<file path="src/rtl/rr_stream_demux.sv">
// Round-robin demultiplexer: one valid/ready word stream spread across N one-entry lane registers.
// Define RR_DEMUX_SKIP_BUSY_EN to let a word bypass busy lanes and go to the next free one.
module rr_stream_demux #(
  parameter int unsigned WIDTH = 8,
  parameter int unsigned N     = 4
) (
  input  logic                   clk,
  input  logic                   rst,
  input  logic                   up_valid,
  output logic                   up_ready,
  input  logic [WIDTH-1:0]       up_data,
  output logic [N-1:0]           down_valid,
  input  logic [N-1:0]           down_ready,
  output logic [N*WIDTH-1:0]     down_data,
  output logic [$clog2(N)-1:0]   lane_ptr
);

  localparam int unsigned PW = $clog2(N);

  logic [N-1:0]       full;
  logic [N-1:0]       avail;
  logic [N*WIDTH-1:0] data_q;
  logic [PW-1:0]      ptr;
  logic [PW-1:0]      target;
  logic [PW-1:0]      ptr_next;
  logic               ready;
  logic               up_fire;
`ifdef RR_DEMUX_SKIP_BUSY_EN
  logic               found;
  int unsigned        idx;
`endif

  // A lane can take a word when it is empty or its consumer is draining it now.
  assign avail = ~full | down_ready;

  always_comb begin
    target = ptr;
    ready  = 1'b0;
`ifdef RR_DEMUX_SKIP_BUSY_EN
    found = 1'b0;
    idx   = 0;
    for (int unsigned k = 0; k < N; k++) begin
      idx = 32'(ptr) + k;
      if (idx >= N) idx = idx - N;
      if (!found && avail[PW'(idx)]) begin
        found  = 1'b1;
        target = PW'(idx);
      end
    end
    ready = found;
`else
    ready = avail[ptr];
`endif
    if (rst) ready = 1'b0;
  end

  assign ptr_next = (target == PW'(N - 1)) ? '0 : target + 1'b1;
  assign up_fire  = up_valid & ready;

  always_ff @(posedge clk) begin
    if (rst) begin
      full   <= '0;
      data_q <= '0;
      ptr    <= '0;
    end else begin
      for (int unsigned i = 0; i < N; i++) begin
        // Refill wins over drain so a lane loaded while draining stays full.
        if (up_fire && target == PW'(i)) begin
          full[i]                    <= 1'b1;
          data_q[i*WIDTH +: WIDTH]   <= up_data;
        end else if (down_ready[i]) begin
          full[i] <= 1'b0;
        end
      end
      if (up_fire) ptr <= ptr_next;
    end
  end

  assign up_ready   = ready;
  assign down_valid = full;
  assign down_data  = data_q;
  assign lane_ptr   = ptr;

endmodule

</file>
<file path="config.mk">
export PLATFORM = sky130hd
export DESIGN_NAME = rr_stream_demux
export DESIGN_NICKNAME = d
export VERILOG_FILES = /design/src/rtl/rr_stream_demux.sv
export SDC_FILE = /design/constraint.sdc
export NUM_CORES = 1
export LEC_CHECK = 0
export CAP_MARGIN = 30
export CORE_MARGIN = 2
export CORE_UTILIZATION = 40
export DETAILED_ROUTE_END_ITERATION = 12
export PLACE_DENSITY = 0.78
export SYNTH_ARGS = -nofsm -noshare
export SYNTH_HDL_FRONTEND = slang
export SYNTH_SLANG_ARGS = --single-unit
export TNS_END_PERCENT = 50
</file>
<file path="constraint.sdc">
create_clock -name clk -period 3.9 [get_ports clk]
set_input_delay 0.39 -clock clk [delete_from_list [all_inputs] [get_ports clk]]
set_output_delay 0.39 -clock clk [all_outputs]
set_load 0.05 [all_outputs]
</file>
* Word level (Yosys, flattened, before mapping) *
Cells that the tools add are included.

word-level totals
  bits in registers = 38
  bits in latches = 0
  memory bits (writable) = 0
  ROM bits = 0
  input port bits = 15
  output and inout port bits = 39
  word-level logic and storage cells = 38
  memories kept = 0

operators by class
  $add $sub $neg = 1
  $mul = 0
  divide/modulo/power cells = 0
  order comparisons = 1
  equal/unequal tests = 3
  shift-type cells = 0
  muxes and demuxes = 12
  bitwise logic cells = 3
  reduce and logical (&&, ||, !) cells = 9

operators with widths
  operator                                            count
  2-to-1 mux 1 bit                                    10
  nonzero test 2 bit                                  4
  == test 2 bit, second input constant                2
  logical AND 1 bit                                   4
  NOT 4 bit                                           1
  OR 4 bit                                            1
  < comparator 2 x 3 -> 1 bit, second input constant  1
  adder 2 x 1 -> 2 bit, second input constant         1
  binary-select mux 1 bit (select 2 bit)              1
  == test 2 x 1 -> 1 bit, second input constant       1
  logical NOT 2 bit                                   1
  2-to-1 mux 2 bit                                    1
  bitwise AND 1 bit                                   1

* Logic depth before layout (Yosys ltp) *
  depth in word-level cells = 8
  mapped depth = 6
  depth with buffers taken out = 5

* Worst setup path after synthesis *
Ideal clock, no wire load.

  path type = register -> output
  start point = register ptr[1], in the netlist lane_ptr[1]
  end point = output up_ready
  data arrival time = 2179 ps
  data required time = 3510 ps
  path slack = 1331 ps
  cell stages (with the launch flop) = 5
  path buffers = 1
  path through = dfxtp_1 inv_2 mux4_2 buf_2 nor2_1

on the way
  cells in the longest elaborated chain, start to end = 3

ends and longest elaborated chain
  what                                    line  source
  start: declaration                      23    logic [PW-1:0] ptr;
  start signal: assignment                75    if (up_fire) ptr <= ptr_next;
  binary-select mux 1 bit (select 2 bit)  52    ready = avail[ptr];
  2-to-1 mux 1 bit (implied by the code)  52
  2-to-1 mux 1 bit                        54    if (rst) ready = 1'b0;
  end: declaration                        10    output logic up_ready,

No other way between the ends. The select of a mux whose other input is x is not followed.

* Worst setup path after layout *
  start point = input down_ready[2]
  end point = output up_ready

on the way
  cells in the longest elaborated chain, start to end = 4

ends and longest elaborated chain
  what                                    line  source
  start: declaration                      13    input logic [N-1:0] down_ready,
  OR 4 bit                                34    assign avail = ~full | down_ready;
  binary-select mux 1 bit (select 2 bit)  52
  2-to-1 mux 1 bit (implied by the code)  52
  2-to-1 mux 1 bit                        54

No other way between the ends. The select of a mux whose other input is x is not followed.

==> metrics.yaml <==
p_leak_nw: 0.7880
switching_power_w: 0.0002556
first_pass_iters: 4
finalPower_w: 0.0008975
pwr-share-clk_pct: 35.3
clock_sinks: 38
cts_max_path_buffers: 2
synthesis.area_um2: 1597
intPower_w: 0.0006419
p_seq_share_pct: 46.0
hp-class: "flop to flop"
dp_slack_ns: 0.9130
cpPeakStageDelay_ns: 0.81
async_reset_ff_share_pct: 0
clkTransAtPathRegs_ns: 0.07
clkLatencyLatePin_ns: 0.29
layout.nets: 227
synth_edf_count: 0
synthFlopType: "dfxtp_1"
path_class: "primary input to output pin"
worst_slack_ns: 0.9107
grt_max_degree: 27
p_sw_share_pct: 28.48
maxSlewViolCount: 0
cts_setup_buffers: 0
place_inst: 249
slew_headroom_pct: 51.66
io_buffers: 53
finalSetupTns_ns: 0
diodes: 0
critPathBufInv: 2
cp_slowest_cell: "clkdlybuf4s50_1"
arrival_ns: 2.60
synth_area_leaders: "dfxtp_1 (48%), mux2i_1 (10%), o31ai_1 (8.0%)"
grt_pass1_vias: 1196
max_cap_violations: 0
cts-root-buf: "clkbuf_8"
rsz0062_at_grt: "no"
status: "complete, no violations"
drt_iter0_markers: 88
cts_tree: "yes"
gp_congestion: 0.8647
viasPerCell: 5.167
syn_nets: 176
crit_path_max_fanout: 17
cts_resized: 0
grt_use_total_pct: 17.81
tightest_slew_ns: 0.7242
yosysWarnings: 0
critPathCaptureType: "output pin"
path_cells: "clkdlybuf4s50_1 > and2b_1 > mux4_2 > nor2_1 > clkdlybuf4s50_1"
start_util_pct: 42.65
yosys_register_bits: 38
io_pins: 54
grt_pass1_wl_mm: 5.940
final_hold_viol_count: 0
fp.dieW_um: 67.18
route.vias.total: 1328
postSynthAreaPerCell_um2: 10.17
startpoint_type: "primary input"
finalCritPeriodShare_pct: 76.65
fmax_mhz: 334.5
core-area_um2: 3744
antenna_found_initial: 0
drc: 0
ctsHoldBuffers: 0
synth.top_cell.area_share_pct: 47.65
clock_skew_ns: 0.002483
cts_htree_levels: 2
rows: 22
drive_gt1_share_pct: 7.656
cp_common_cell: "clkdlybuf4s50_1"
floorplan.die.height_um: 67.18
seq_area_frac_synth_pct: 47.65
required_ns: 3.51
syn_inst: 157
numCtsBuffers: 5
ys_types: 23
routed_wirelength_mm: 3.765
wire_per_inst_um: 14.65
ir_worst_vdd_mv: 0.2272
finalNonFillerCells: 257
power_density_nw_per_um2: 399.4
ant_nets: 0
finalSetupViolCount: 0
nFillCells: 347
dp_hpwl_mm: 2.685
crit_family: "buffers and inverters"
yosysTopAreaCell: "dfxtp_1"
die_area_um2: 4512
hold_slack_ns: 0.4583
areaGrowthSynthToFinish_pct: 40.75
p_comb_share_pct: 18.7
grt-ovfl-total: 0
period_needed_ns: 2.989
-- power groups by stage --
stage          registers (W)  clock network, W  logic [W]
4_1_cts             0.000413          0.000322   0.000168
3_5_place_dp        0.000422                 0   0.000167
6_report            0.000413          0.000317   0.000167
5_1_grt             0.000415          0.000337   0.000177
3_3_place_gp        0.000421                 0   0.000166
2_1_floorplan       0.000470                 0  0.0000649
-- worst reg2reg max path, cell delays in order, from the launching register on --
cell and delay, ns:
dfxtp_1 0.42, inv_2 0.09, mux4_2 0.44, nand3_1 0.33
o31ai_1 0.36
-- worst paths after layout --
path | start | end | slack [ns] | cells after the start
max | down_ready[2] | up_ready | 0.91 | 5
min | down_data[6]$_SDFFE_PP0P_ | down_data[6]$_SDFFE_PP0P_ | 0.46 | 2
max reg2reg | lane_ptr[1]$_SDFFE_PP0P_ | down_data[24]$_SDFFE_PP0P_ | 2.16 | 4
min reg2reg | down_data[6]$_SDFFE_PP0P_ | down_data[6]$_SDFFE_PP0P_ | 0.46 | 2
-- sequential cells by signal, indices dropped and copies added (netlist names) --
name	cells
down_data	32
lane_ptr	2
down_valid	4
-- routing by layer --
layer	routed length (um)	part of all wire [%]	track usage, %	up-vias
li1	-	-	-	670
met1	1717	46	23.93	609
met2	1749	46	26.86	42
met3	229	6.1	4.333	7
met4	68	1.8	8.418	0
met5	0	0	0	-
-- kinds of logic after synthesis --
group	count (synthesis)	synth area share, %
AOI/OAI and AO/OA	39	17.87
and+or+nand+nor	44	13.71
DFF	38	47.65
buffers and inverters	14	4.780
adders and majority gates	4	3.135
muxes	18	12.85
-- area by class of cell --
| cell class | count | area [um^2] | share of cell area [%] |
|---|---|---|---|
| clock buffer | 8 | 110.1 | 4.900 |
| multi-input combinational | 105 | 759.5 | 33.80 |
| tap | 48 | 60.06 | 2.673 |
| sequential | 38 | 760.7 | 33.85 |
| inverter | 3 | 11.26 | 0.5011 |
| timing repair buffer | 55 | 545.5 | 24.28 |
-- synthesized netlist by cell type (2+ instances only) --
cell,n
a21oi_1,4
and3_4,2
buf_6,3
clkbuf_1,7
dfxtp_1,38
ha_1,4
inv_1,2
mux2i_1,16
mux4_2,2
nand2_1,27
nand2b_1,3
nand3_1,4
nor2b_1,4
o211ai_1,16
o31ai_1,17
-- layout by cell type, fill, tap and decap left out, types with 2 or more instances in the layout --
cell             instances
nand2b_1                 3
mux2i_1                 16
dfxtp_1                 38
o31ai_1                 17
clkbuf_8                 8
clkdlybuf4s50_1         53
and3_4                   2
nand3_1                  4
inv_1                    2
o211ai_1                16
a21oi_1                  4
mux4_2                   2
nor2b_1                  4
nand2_1                 27
ha_1                     4
buf_4                    2
-- metrics by stage --
stage          utilization, %  area (um^2)
6_report                60.03         2247
4_1_cts                 60.03         2247
5_1_grt                 60.03         2247
3_5_place_dp            57.09         2137
3_3_place_gp            57.09         2137
2_1_floorplan               -         1597
Power figures use the tool's default switching activity.
